`src/rtl/status_branch_ctrl_pkg.sv`:
```
`default_nettype none
// ============================================================================
// Module      : status_branch_ctrl_pkg
// Description : Shared encodings for the status register / branch resolver.
// Revision    : 1.0 - initial release
// ============================================================================
package status_branch_ctrl_pkg;

    localparam logic [2:0] c_br_none = 3'b000;
    localparam logic [2:0] c_br_bz   = 3'b001;
    localparam logic [2:0] c_br_bnz  = 3'b010;
    localparam logic [2:0] c_br_bn   = 3'b011;
    localparam logic [2:0] c_br_bv   = 3'b100;
    localparam logic [2:0] c_br_j    = 3'b101;
    localparam logic [2:0] c_br_jr   = 3'b110;
    localparam logic [2:0] c_br_jal  = 3'b111;

    localparam int c_bit_zero = 2;
    localparam int c_bit_neg  = 1;
    localparam int c_bit_ovf  = 0;

    // Destination register of the link write issued by jal
    localparam logic [4:0] c_link_reg = 5'd31;

    typedef enum logic [1:0] {
        ST_RUN      = 2'd0,
        ST_EXC_WAIT = 2'd1,
        ST_VECTOR   = 2'd2
    } state_t;

    function automatic logic br_cond(input logic [2:0] sel, input logic [2:0] f);
        logic r;
        r = 1'b0;
        case (sel)
            c_br_bz:                     r = f[c_bit_zero];
            c_br_bnz:                    r = ~f[c_bit_zero];
            c_br_bn:                     r = f[c_bit_neg];
            c_br_bv:                     r = f[c_bit_ovf];
            c_br_j, c_br_jr, c_br_jal:   r = 1'b1;
            default:                     r = 1'b0;
        endcase
        return r;
    endfunction

endpackage
`default_nettype wire

```
`src/rtl/status_branch_ctrl_if.sv`:
```
`default_nettype none
// ============================================================================
// Module      : status_branch_ctrl_if
// Description : ALU-status / branch / trap bundle between datapath and resolver.
// Revision    : 1.0 - initial release
// ============================================================================
interface status_branch_ctrl_if;
    logic        stswrite;
    logic [2:0]  status_in;
    logic [2:0]  br_sel;
    logic [31:0] pc;
    logic [31:0] imm;
    logic [25:0] jtarget;
    logic [31:0] rs_val;
    logic        exc_ack;
    logic [31:0] next_pc;
    logic        take;
    logic        link_we;
    logic [31:0] link_data;
    logic [2:0]  status_q;
    logic        ovf_sticky;
    logic        exc_req;
    logic [31:0] epc;
    logic        stall;

    modport master (
        output stswrite, status_in, br_sel, pc, imm, jtarget, rs_val, exc_ack,
        input  next_pc, take, link_we, link_data, status_q, ovf_sticky,
               exc_req, epc, stall
    );

    modport slave (
        input  stswrite, status_in, br_sel, pc, imm, jtarget, rs_val, exc_ack,
        output next_pc, take, link_we, link_data, status_q, ovf_sticky,
               exc_req, epc, stall
    );
endinterface
`default_nettype wire

```
`src/rtl/status_branch_ctrl_branch_target_gen.sv`:
```
`default_nettype none
// ============================================================================
// Module      : branch_target_gen
// Description : Combinational pc+4, relative branch and pseudo-direct jump targets.
// Revision    : 1.0 - initial release
// ============================================================================
module branch_target_gen (
    input  wire logic [31:0] pc,
    input  wire logic [31:0] imm,
    input  wire logic [25:0] jtarget,
    output logic      [31:0] pc_plus4,
    output logic      [31:0] br_target,
    output logic      [31:0] j_target
);
    logic [31:0] w_imm_bytes;

    assign w_imm_bytes = imm << 2;
    assign pc_plus4    = pc + 32'd4;
    // Wrap-around past 2^32 is intentional and silent
    assign br_target   = pc_plus4 + w_imm_bytes;
    assign j_target    = {pc_plus4[31:28], jtarget, 2'b00};
endmodule
`default_nettype wire

```
`src/rtl/status_branch_ctrl.sv`:
```
`default_nettype none
// ============================================================================
// Module      : status_branch_ctrl
// Description : Status register, branch/jump resolution and overflow trap FSM.
// Revision    : 1.0 - initial release
// ============================================================================
module status_branch_ctrl
    import status_branch_ctrl_pkg::*;
#(
    parameter bit          TRAP_EN    = 1'b1,
    parameter logic [31:0] EXC_VECTOR = 32'h0000_0080,
    parameter bit          BYPASS     = 1'b0
) (
    input  wire logic           clk,
    input  wire logic           rst_n,
    status_branch_ctrl_if.slave bus
);
    state_t      r_state;
    state_t      w_state_nxt;
    logic [2:0]  r_status;
    logic        r_ovf_sticky;
    logic [31:0] r_epc;

    logic [31:0] w_pc_plus4;
    logic [31:0] w_br_target;
    logic [31:0] w_j_target;
    logic [31:0] w_run_target;
    logic [2:0]  w_flags;
    logic        w_cond;
    logic        w_sts_we;
    logic        w_trap;
    logic [31:0] w_next_pc;
    logic        w_take;
    logic        w_link_we;
    logic        w_exc_req;
    logic        w_stall;

    branch_target_gen u_tgt (
        .pc        (bus.pc),
        .imm       (bus.imm),
        .jtarget   (bus.jtarget),
        .pc_plus4  (w_pc_plus4),
        .br_target (w_br_target),
        .j_target  (w_j_target)
    );

    assign w_flags  = (BYPASS && bus.stswrite) ? bus.status_in : r_status;
    assign w_cond   = br_cond(bus.br_sel, w_flags);
    assign w_sts_we = bus.stswrite && (r_state == ST_RUN);
    assign w_trap   = TRAP_EN && w_sts_we && bus.status_in[c_bit_ovf];

    always_comb begin
        w_run_target = w_br_target;
        case (bus.br_sel)
            c_br_j, c_br_jal: w_run_target = w_j_target;
            c_br_jr:          w_run_target = bus.rs_val;
            default:          w_run_target = w_br_target;
        endcase
    end

    always_ff @(posedge clk or negedge rst_n) begin
        if (!rst_n) begin
            r_state      <= ST_RUN;
            r_status     <= 3'b000;
            r_ovf_sticky <= 1'b0;
            r_epc        <= 32'd0;
        end else begin
            r_state <= w_state_nxt;
            if (w_sts_we) begin
                r_status <= bus.status_in;
                if (bus.status_in[c_bit_ovf]) begin
                    r_ovf_sticky <= 1'b1;
                end
            end
            if (w_trap) begin
                r_epc <= bus.pc;
            end
        end
    end

    // The branch in the overflowing cycle still resolves; the trap starts next cycle
    always_comb begin
        w_state_nxt = r_state;
        w_next_pc   = w_pc_plus4;
        w_take      = 1'b0;
        w_link_we   = 1'b0;
        w_exc_req   = 1'b0;
        w_stall     = 1'b0;
        case (r_state)
            ST_RUN: begin
                w_take    = w_cond;
                w_link_we = (bus.br_sel == c_br_jal);
                if (w_cond) begin
                    w_next_pc = w_run_target;
                end
                if (w_trap) begin
                    w_state_nxt = ST_EXC_WAIT;
                end
            end
            ST_EXC_WAIT: begin
                w_exc_req = 1'b1;
                w_stall   = 1'b1;
                w_next_pc = bus.pc;
                if (bus.exc_ack) begin
                    w_state_nxt = ST_VECTOR;
                end
            end
            ST_VECTOR: begin
                w_next_pc   = EXC_VECTOR;
                w_take      = 1'b1;
                w_state_nxt = ST_RUN;
            end
            default: begin
                w_state_nxt = ST_RUN;
            end
        endcase
    end

    assign bus.next_pc    = w_next_pc;
    assign bus.take       = w_take;
    assign bus.link_we    = w_link_we;
    assign bus.link_data  = w_pc_plus4;
    assign bus.status_q   = r_status;
    assign bus.ovf_sticky = r_ovf_sticky;
    assign bus.exc_req    = w_exc_req;
    assign bus.epc        = r_epc;
    assign bus.stall      = w_stall;
endmodule
`default_nettype wire

```
`src/flat_wrapper.sv`:
```
// flat-port wrapper written by rule: the top's interface ports become plain ports
module status_branch_ctrl_flat import status_branch_ctrl_pkg::*;
#(
    parameter bit          TRAP_EN    = 1'b1,
    parameter logic [31:0] EXC_VECTOR = 32'h0000_0080,
    parameter bit          BYPASS     = 1'b0
)
  (clk, rst_n, bus_stswrite, bus_status_in, bus_br_sel, bus_pc, bus_imm, bus_jtarget, bus_rs_val, bus_exc_ack, bus_next_pc, bus_take, bus_link_we, bus_link_data, bus_status_q, bus_ovf_sticky, bus_exc_req, bus_epc, bus_stall);
  status_branch_ctrl_if bus_i ();
  input  wire logic clk;
  input  wire logic rst_n;
  input wire logic [$bits(bus_i.stswrite)-1:0] bus_stswrite;
  input wire logic [$bits(bus_i.status_in)-1:0] bus_status_in;
  input wire logic [$bits(bus_i.br_sel)-1:0] bus_br_sel;
  input wire logic [$bits(bus_i.pc)-1:0] bus_pc;
  input wire logic [$bits(bus_i.imm)-1:0] bus_imm;
  input wire logic [$bits(bus_i.jtarget)-1:0] bus_jtarget;
  input wire logic [$bits(bus_i.rs_val)-1:0] bus_rs_val;
  input wire logic [$bits(bus_i.exc_ack)-1:0] bus_exc_ack;
  output wire logic [$bits(bus_i.next_pc)-1:0] bus_next_pc;
  output wire logic [$bits(bus_i.take)-1:0] bus_take;
  output wire logic [$bits(bus_i.link_we)-1:0] bus_link_we;
  output wire logic [$bits(bus_i.link_data)-1:0] bus_link_data;
  output wire logic [$bits(bus_i.status_q)-1:0] bus_status_q;
  output wire logic [$bits(bus_i.ovf_sticky)-1:0] bus_ovf_sticky;
  output wire logic [$bits(bus_i.exc_req)-1:0] bus_exc_req;
  output wire logic [$bits(bus_i.epc)-1:0] bus_epc;
  output wire logic [$bits(bus_i.stall)-1:0] bus_stall;
  assign bus_i.stswrite = bus_stswrite;
  assign bus_i.status_in = bus_status_in;
  assign bus_i.br_sel = bus_br_sel;
  assign bus_i.pc = bus_pc;
  assign bus_i.imm = bus_imm;
  assign bus_i.jtarget = bus_jtarget;
  assign bus_i.rs_val = bus_rs_val;
  assign bus_i.exc_ack = bus_exc_ack;
  assign bus_next_pc = bus_i.next_pc;
  assign bus_take = bus_i.take;
  assign bus_link_we = bus_i.link_we;
  assign bus_link_data = bus_i.link_data;
  assign bus_status_q = bus_i.status_q;
  assign bus_ovf_sticky = bus_i.ovf_sticky;
  assign bus_exc_req = bus_i.exc_req;
  assign bus_epc = bus_i.epc;
  assign bus_stall = bus_i.stall;
  status_branch_ctrl #(.TRAP_EN(TRAP_EN), .EXC_VECTOR(EXC_VECTOR), .BYPASS(BYPASS)) u_core (.clk(clk), .rst_n(rst_n), .bus(bus_i));
endmodule
```
`config.mk`:
```
export PLATFORM = sky130hd
export DESIGN_NAME = status_branch_ctrl_flat
export DESIGN_NICKNAME = d
export VERILOG_FILES = /design/src/rtl/status_branch_ctrl_pkg.sv /design/src/rtl/status_branch_ctrl_if.sv /design/src/rtl/status_branch_ctrl_branch_target_gen.sv /design/src/rtl/status_branch_ctrl.sv /design/src/flat_wrapper.sv
export SDC_FILE = /design/constraint.sdc
export NUM_CORES = 1
export LEC_CHECK = 0
export CELL_PAD_IN_SITES_DETAIL_PLACEMENT = 1
export CELL_PAD_IN_SITES_GLOBAL_PLACEMENT = 1
export CORE_ASPECT_RATIO = 0.5
export CORE_UTILIZATION = 28
export CTS_CLUSTER_DIAMETER = 80
export DETAILED_ROUTE_END_ITERATION = 16
export GPL_ROUTABILITY_DRIVEN = 1
export PLACE_DENSITY = 0.87
export SETUP_SLACK_MARGIN = 0.4
export SYNTH_ARGS = -nofsm -noshare
export SYNTH_HDL_FRONTEND = slang
export SYNTH_SLANG_ARGS = --single-unit
```
`constraint.sdc`:
```
create_clock -name clk -period 8.3 [get_ports clk]
set_input_delay 2.49 -clock clk [delete_from_list [all_inputs] [get_ports clk]]
set_output_delay 2.49 -clock clk [all_outputs]
set_load 0.02 [all_outputs]
```
==> metrics <==
TritonRoute pass-1 iters 6; Worst slew margin 40.5%; most frequent CP cell buf_4; CP bufs+invs 7; core area 0.0188 sq mm; Finished Cell Area 0.0120 sq mm; #FFs+latches synth 38; P_leak 0.00505 uW; Horiz. Die Dim 200 microns; cts hold-fix bufs 0; Root Buffer clkbuf_16; first-pass GRT wire length 60600 microns; max-cap violations 0; GR Overflow Total 0; CP endpoint kind primary output; Die Y 101 microns; Min-Delay Path Class flip-flop to flip-flop; Critical Path RT 5.81 ns; H-tree depth 2; unrepaired setup endpoints after global routing true; Syn Inst Count 739; Max clock buf depth 2; Cell Chain, Critical Path buf_8, nand4_1, nor4_4, buf_4, nand2_2, xor2_1, buf_4, inv_4, ha_4, a21o_1, a21o_1, a221oi_2, o31ai_4, buf_6, xor2_4, o21ai_1, buf_4, o211ai_1, buf_4; Total Routing Usage GR 39.7%; antenna-violating nets left 0; Fmax 119 MHz; Yosys top cell area share 17.3%; max-slew violations 0; leading cell type by number of instances after synthesis nand2_1; Critical Path Start Type input pin; Tcrit/Tclk final 102%; CP Max Fanout 4; total power 1780 uW; synthesized area 0.00551 sq mm; Placement Cell Area 0.00995 sq mm; VDD IR-drop max 144 uV; synth warn 0; IO Port Bufs 233; final worst slack -0.137 ns; post-synth cell types 71; post-synthesis sequential area ratio 17.3%; CP top delay family compound AO/OA/AOI/OAI gates; Finished Layout Cells 1477; Nets 1383; syn avg cell area 7.46 sq um; Routed WL per cell 32.0 microns; met1 wire length 17900 microns; status finished with violations; Core Rows 35; routed length on met2 21400 microns; pin count of the biggest net entering global routing 39; Worst-Skew Late Latency 0.29 ns; final setup TNS -1.09 ns; wire length on met3 4990 microns; violated checks setup timing; async set-reset flop share out of synthesis 100%; final hold violation count 0; layout cells sized above 1 47.0%; commonest cells in the netlist 75 x nand2_1, 64 x a21oi_1, 62 x o21ai_0; Num CTS Buffers 5; Power per Cell Area 149 mW/mm^2; final clock skew 0.0117 ns; slowest cell on the critical path nor4_4; Ports 236; Final HPWL DP 28200 microns; Initial Utilization 29.3%; Starting DRT DRC Count 876; setup violators final 14; uppermost layer routed met4; total wire length 47200 microns; fin crit period 8.44 ns; WS Path Type input pin to primary output; Worst Hold Slack 0.471 ns; syn nets 907; Worst Max-Slew Pin Slew 0.893 ns; clock sink count 38; initial antenna violation count 3; CP arrival 5.95 ns; Slowest Stage Delay on Critical Path 0.37 ns; dominant cells by area after synthesis dfrtp_1 17%, ha_1 7.9%, mux2_2 7.2%; ys flop type dfrtp_1; DRC viols 0; die area 0.0203 sq mm; dpl cells 1399; clock slew seen by the registers of the worst setup and hold paths 0.05 ns; cell taking the most area after synthesis dfrtp_1; CTS tree done; GPL Wtd Cong 0.927; EDFF count, synth 0; Vias 9445; vias in the first global route 9334; vias per std cell 6.39; area added between synthesis and finish 117%
[logic make-up after synthesis]
kind of cell	after synthesis	synth area share (%)
muxes	37	7.51
adders and majority gates	36	8.31
buffers and inverters	74	5.54
and+or+nand+nor	229	20.8
DFF	38	17.3
xor gates and xnor gates	48	7.76
AOI/OAI and AO/OA	277	32.8
[sequential cells by signal (all words and copies together), names as in the netlist]
register               count
u_core.bus.epc            32
u_core.bus.status_q        3
u_core.r_state             2
u_core.bus.ovf_sticky      1
[power breakdown]
group          switching, uW  internal (uW)
clock                   80.6            119
sequential              39.1            233
combinational            723            586
[layout by cell type, fill, tap and decap left out, types with 7 or more instances in the layout]
cell and count:
ha_4 22, inv_1 19, nor3_1 7, nand3_2 7
buf_6 50, a21o_1 20, a22o_1 15, dfrtp_1 38
xnor2_2 11, o21ai_0 35, xor2_1 11, a22oi_1 10
o22ai_1 18, a21oi_1 43, a21oi_4 9, o21ai_2 8
buf_4 266, mux2_2 35, clkdlybuf4s50_1 187, o21ai_1 17
nand2_2 14, nor2_1 30, a21oi_2 12, nand3_1 12
ha_1 12, o211ai_1 9, a31oi_1 7, xor2_2 7
xnor2_1 10, nand4_1 12, nand2_1 56
[worst register-to-register path, stage by stage, from the launching register on]
cell     delay, ns
dfrtp_1       0.57
buf_4         0.39
nor2_1        0.18
buf_4         0.22
and3_2        0.80
mux2_2        0.48
[metal layers]
| layer | global-route usage, % | vias to the layer above |
|---|---|---|
| met5 | 0 | - |
| met4 | 17.3 | 0 |
| met3 | 7.01 | 270 |
| met2 | 65.5 | 751 |
| met1 | 51.7 | 4697 |
| li1 | - | 3727 |
[timing repair]
item,CTS,global route
buffers inserted,40,28
resized for setup,353,146
pin swaps,97,104
setup endpoints to repair,30,29
[layout make-up]
class / count / area (sq um)
diodes: 2 / 5.00
clock buffers: 7 / 143
clock inverters: 1 / 5.00
fillers: 2129 / 6850
inverters: 22 / 87.6
multi-input cells: 627 / 5820
flip-flops and latches: 38 / 951
well taps: 259 / 324
repair buffers: 521 / 4640
[per-stage QoR]
step                      util [%]  setup slack (ns)
after floorplan                  -             0.305
final                         63.6            -0.137
after global routing          63.6            -0.263
after detailed placement      52.8             -1.32
after global placement        52.8            -0.992
after CTS                     58.8             0.143
[worst paths after layout]
path | start | to | slack [ns] | cells past startpoint
setup reg to reg | u_core.r_state[0]$_DFFE_PN0P_ | u_core.bus.epc[11]$_DFFE_PN0P_ | 5.54 | 5
setup / recovery | bus_pc[6] | bus_next_pc[19] | -0.14 | 19
hold reg to reg | u_core.bus.ovf_sticky$_DFFE_PN0P_ | u_core.bus.ovf_sticky$_DFFE_PN0P_ | 0.47 | 1
hold / removal | u_core.bus.ovf_sticky$_DFFE_PN0P_ | u_core.bus.ovf_sticky$_DFFE_PN0P_ | 0.47 | 1
min in group asynchronous | rst_n | u_core.bus.epc[6]$_DFFE_PN0P_ | 2.31 | 1
max in group asynchronous | rst_n | u_core.bus.status_q[0]$_DFFE_PN0P_ | 5.41 | 1
No activity file was read; power rests on OpenSTA's default activity.
==> RTL change 1, RTL diff (same flow settings) <==
Encoding of `state_t`: now one-hot (3 bits for 3 states).
--- a/src/rtl/status_branch_ctrl_pkg.sv
+++ b/src/rtl/status_branch_ctrl_pkg.sv
@@ -23,8 +23,8 @@
     localparam logic [4:0] c_link_reg = 5'd31;
 
-    typedef enum logic [1:0] {
-        ST_RUN      = 2'd0,
-        ST_EXC_WAIT = 2'd1,
-        ST_VECTOR   = 2'd2
+    typedef enum logic [2:0] {
+        ST_RUN      = 3'b001,
+        ST_EXC_WAIT = 3'b010,
+        ST_VECTOR   = 3'b100
     } state_t;
 
Function: same outputs for any inputs over 10 cycles, from zero or initial values and one cycle with rst_n low; not proved beyond that.
==> RTL change 1 against the unedited design <==
- the run ends with design-rule violations, negative setup slack left
- worst setup slack got worse by 0.34 ns
- wire length rose by 3.8%
- non-clock buffer count shrank 55
- utilization down 0.96 points
- final area decreased by 7.7%
- sequential cell count is 1 higher
- final cell count down 10%
- power fell by 4.5%
- critical path depth shrank 2
- area after synthesis fell by 6.9%
- critical endpoint is now bus_next_pc[20]
- largest power group unchanged
==> RTL change 1: results (changes against the unedited design) <==
- Worst setup margin: -0.478 ns (-0.341 ns)
- Largest net degree at the start of global routing: 40 (+2.6%)
- XOR/XNOR Fraction of Synth Area: 8.34% (+0.58 points)
- Dpl cells: 1258 (-10%)
- Highest metal used: met5
- Synth top cells by count: 66 x nand2_1, 61 x a21oi_1, 55 x o21ai_0, 45 x nor2_1, 38 x dfrtp_1
- Average wire per standard cell: 36.9 um (+15%)
- Sequential power: 0.272 mW (about the same)
- Worst Max-Slew Pin Slew: 1.16 ns (+0.269 ns)
- Post-CTS Resized: 352 (-0.28%)
- Logic pwr share: 72.2% (-1.3 points)
- Core Util, Final: 62.7% (-0.96 points)
- Met3 Usage GRT: 15.8% (+8.8 points)
- DR DRC count: 6 (+6)
- Final non-filler cell total: 1329 (-10%)
- Failing checks: design-rule violations, negative setup slack
- Metal2 WL: 20000 um (-6.5%)
- 1st-iter DRT viols: 1050 (+20%)
- GRT Util Overall: 40.3% (+0.62 points)
- Yosys cell types: 66 (-7.0%)
- Sequential share of the synthesized area: 19.0% (+1.8 points)
- Initial antenna violation count: 5 (+2)
- Via-per-instance ratio: 6.77 (+5.8%)
- GPL Wtd Cong: 0.984 (+6.2%)
- Largest cells by area after synthesis: dfrtp_1 19%, ha_1 8.3%, mux2_2 7.0%
- Compound-Gate Fraction of Synth Area: 31.1% (-1.7 points)
- Vias in the first global route: 9050 (-3.0%)
- Met1 Use GR: 43.3% (-8.4 points)
- Layout Skew: 0.00512 ns (-0.00657 ns)
- First-pass DRT Iterations: 12 (+6)
- Synth Area per Inst: 7.79 um^2 (+4.4%)
- Multiplexer share of the synthesized area: 7.61% (+0.094 points)
- Metal3 WL: 7110 um (+42%)
- Reg2Reg Depth: 3 (-2)
- Post-Route Setup TNS: -4.60 ns (-3.51 ns)
- Pre-CTS WS: -1.22 ns (+0.103 ns)
- M1 WL: 17000 um (-4.8%)
- Fillers: 1934 (-9.2%)
- VDD IR-drop max: 93.0 uV (-36%)
- Psw: 0.823 mW (-2.4%)
- Final setup viols: 18 (+4)
- Post-CTS Setup Bufs: 36 (-10%)
- Fraction of layout cells with a size suffix above 1: 47.8% (+0.76 points)
- First-pass GRT wire length: 57600 um (-4.9%)
- Net Sw Frac: 48.4% (+1.0 points)
- Status: finished with violations
- Placed Area: 0.00909 mm^2 (-8.6%)
- Leakage: 4.74 nW (-6.0%)
- Synth Area in Adders: 8.68% (+0.37 points)
- Hpwl dp: 25100 um (-11%)
- M2 GR Usage: 66.4% (+0.87 points)
[RTL change 1: cell types whose count changed in the layout (fill, tap and decap cells not counted), moves of 6 or more]
| cell | unedited run | this run |
|---|---|---|
| xnor2_1 | 10 | 3 |
| a31oi_1 | 7 | 1 |
| a21oi_1 | 43 | 36 |
| buf_4 | 266 | 208 |
| inv_1 | 19 | 7 |
| o21ai_1 | 17 | 11 |
| nor2_1 | 30 | 39 |
| o21ai_2 | 8 | 16 |
[RTL change 1: final cells by class]
cell class | count | area [um^2] | area share, %
clock inverter | 2 | 12.5 | 0.113
multi-input combinational | 565 | 5390 | 48.8
antenna | 3 | 7.51 | 0.0679
timing repair buffer | 466 | 4200 | 37.9
tap | 234 | 293 | 2.65
sequential | 39 | 977 | 8.83
inverter | 14 | 52.6 | 0.475
clock buffer | 6 | 129 | 1.17
[RTL change 1: worst paths after layout]
check                                      start                     to  slack, ns
min in group asynchronous                  rst_n     u_core.bus.epc[13]       2.37
hold reg to reg            u_core.bus.ovf_sticky  u_core.bus.ovf_sticky       0.47
setup reg to reg               u_core.r_state[2]      u_core.r_state[2]       4.90
setup / recovery                       bus_pc[9]        bus_next_pc[20]      -0.48
hold / removal             u_core.bus.ovf_sticky  u_core.bus.ovf_sticky       0.47
max in group asynchronous                  rst_n     u_core.bus.epc[22]       5.27
[RTL change 1: critical path: stages]
cell             delay (ns)
buf_2                  0.15
and3_4                 0.24
nor2b_4                0.20
buf_6                  0.12
nand2_4                0.07
xnor2_4                0.40
ha_4                   0.29
buf_6                  0.14
a21oi_4                0.16
o211ai_1               0.20
nand2_1                0.20
o211ai_1               0.31
a21boi_4               0.28
xor2_1                 0.12
a221oi_1               0.40
a211o_1                0.18
clkdlybuf4s15_2        0.33
==> RTL change 2, RTL diff (same settings) <==
Made on the original files. `TRAP_EN` is set to 1'b1 in 2 places; all go to 1'b0.
--- a/src/rtl/status_branch_ctrl.sv
+++ b/src/rtl/status_branch_ctrl.sv
@@ -8,5 +8,5 @@
     import status_branch_ctrl_pkg::*;
 #(
-    parameter bit          TRAP_EN    = 1'b1,
+    parameter bit          TRAP_EN    = 1'b0,
     parameter logic [31:0] EXC_VECTOR = 32'h0000_0080,
     parameter bit          BYPASS     = 1'b0
--- a/src/flat_wrapper.sv
+++ b/src/flat_wrapper.sv
@@ -2,5 +2,5 @@
 module status_branch_ctrl_flat import status_branch_ctrl_pkg::*;
 #(
-    parameter bit          TRAP_EN    = 1'b1,
+    parameter bit          TRAP_EN    = 1'b0,
     parameter logic [31:0] EXC_VECTOR = 32'h0000_0080,
     parameter bit          BYPASS     = 1'b0
Behaviour: not the same (Yosys sat finds a counterexample within 4 cycles, from zero or initial values and one cycle with rst_n low).
==> RTL change 2 against the unedited design <==
- area after synthesis shrank 39%
- the flow now stops in global routing
==> RTL change 2: results (changes against the unedited design) <==
- Status: aborted with a tool error
- Failing step: global routing
- Tool Error: [ERROR GRT-0232] Routing congestion too high. Check the congestion heatmap in the GUI.
- Hpwl dp: 17400 um (-38%)
- Worst_ep kind: top-level output
- Synth top cells by count: 50 x nand2_1, 50 x nor2_1, 47 x a21oi_1, 37 x xnor2_1
- GPL Wtd Cong: 0.966 (+4.2%)
- Yosys cell types: 66 (-7.0%)
- Synth Register Bits: 4 (-89%)
- Largest net degree at the start of global routing: 32
- Post-synth top flop: dfrtp_1
- Sequential share of the synthesized area: 2.98% (-14 points)
- GR Overflow Total: 316
- Largest cells by area after synthesis: ha_1 13%, xnor2_1 9.6%, buf_4 8.0%
- Post-synth ARST share: 100% (unchanged)
- I/O Buffers: 198 (-15%)
- Placed Area: 0.00668 mm^2 (-33%)
- H-tree levels: 1 (-1)
- GRT Util Overall: 86.5%
- Dpl cells: 986 (-30%)
- Num CTS Buffers: 3 (-2)
- Worst setup endpoint GRT: bus_next_pc[30]
- Synthesis Warnings: 0 (unchanged)
- Root Buffer: clkbuf_16
- Max Root-Sink Buffers: 2 (unchanged)
- Cell count after synthesis: 491 (-34%)
## RTL change 2: changes by cell type after synthesis, moves of 10 or more
| cell | delta |
|---|---|
| o21ai_0 | -36 |
| xnor2_1 | +12 |
| a21oi_1 | -17 |
| a21o_1 | -11 |
| o22ai_1 | -12 |
| a22o_1 | -12 |
| buf_4 | +32 |
| a222oi_1 | +17 |
| mux2_2 | -32 |
| a22oi_1 | -11 |
| nand2_1 | -25 |
| clkbuf_1 | -21 |
| xor2_1 | -10 |
| dfrtp_1 | -34 |
## RTL change 2: kinds of logic after synthesis
| family | count (synthesis) | share of synthesized area [%] |
|---|---|---|
| simple gates | 168 | 24.5 |
| compound gates | 157 | 31.6 |
| buf+inv | 69 | 11.8 |
| xor+xnor | 50 | 13.4 |
| fa+ha+maj | 37 | 14.0 |
| mux | 5 | 1.60 |
| flops | 4 | 2.98 |
| other cells | 1 | 0.112 |
## RTL change 2: repair_timing
item,CTS
setup endpoints to repair,30
pin swaps,79
buffers inserted,37
resized for setup,290
hold endpoints to repair,0
## RTL change 2: layer usage
metal,GRT overflow,GRT usage [%]
met2,203,105
met5,0,27.7
met3,5,71.4
met1,3,83.4
met4,105,96.9
## RTL change 2: metrics by stage
| step | worst slack (ns) | TNS, ns |
|---|---|---|
| after detailed placement | -1.11 | -16.68 |
| after CTS | 0.0467 | 0 |
| after floorplan | 0.401 | 0 |
| after global placement | -0.916 | -11.73 |
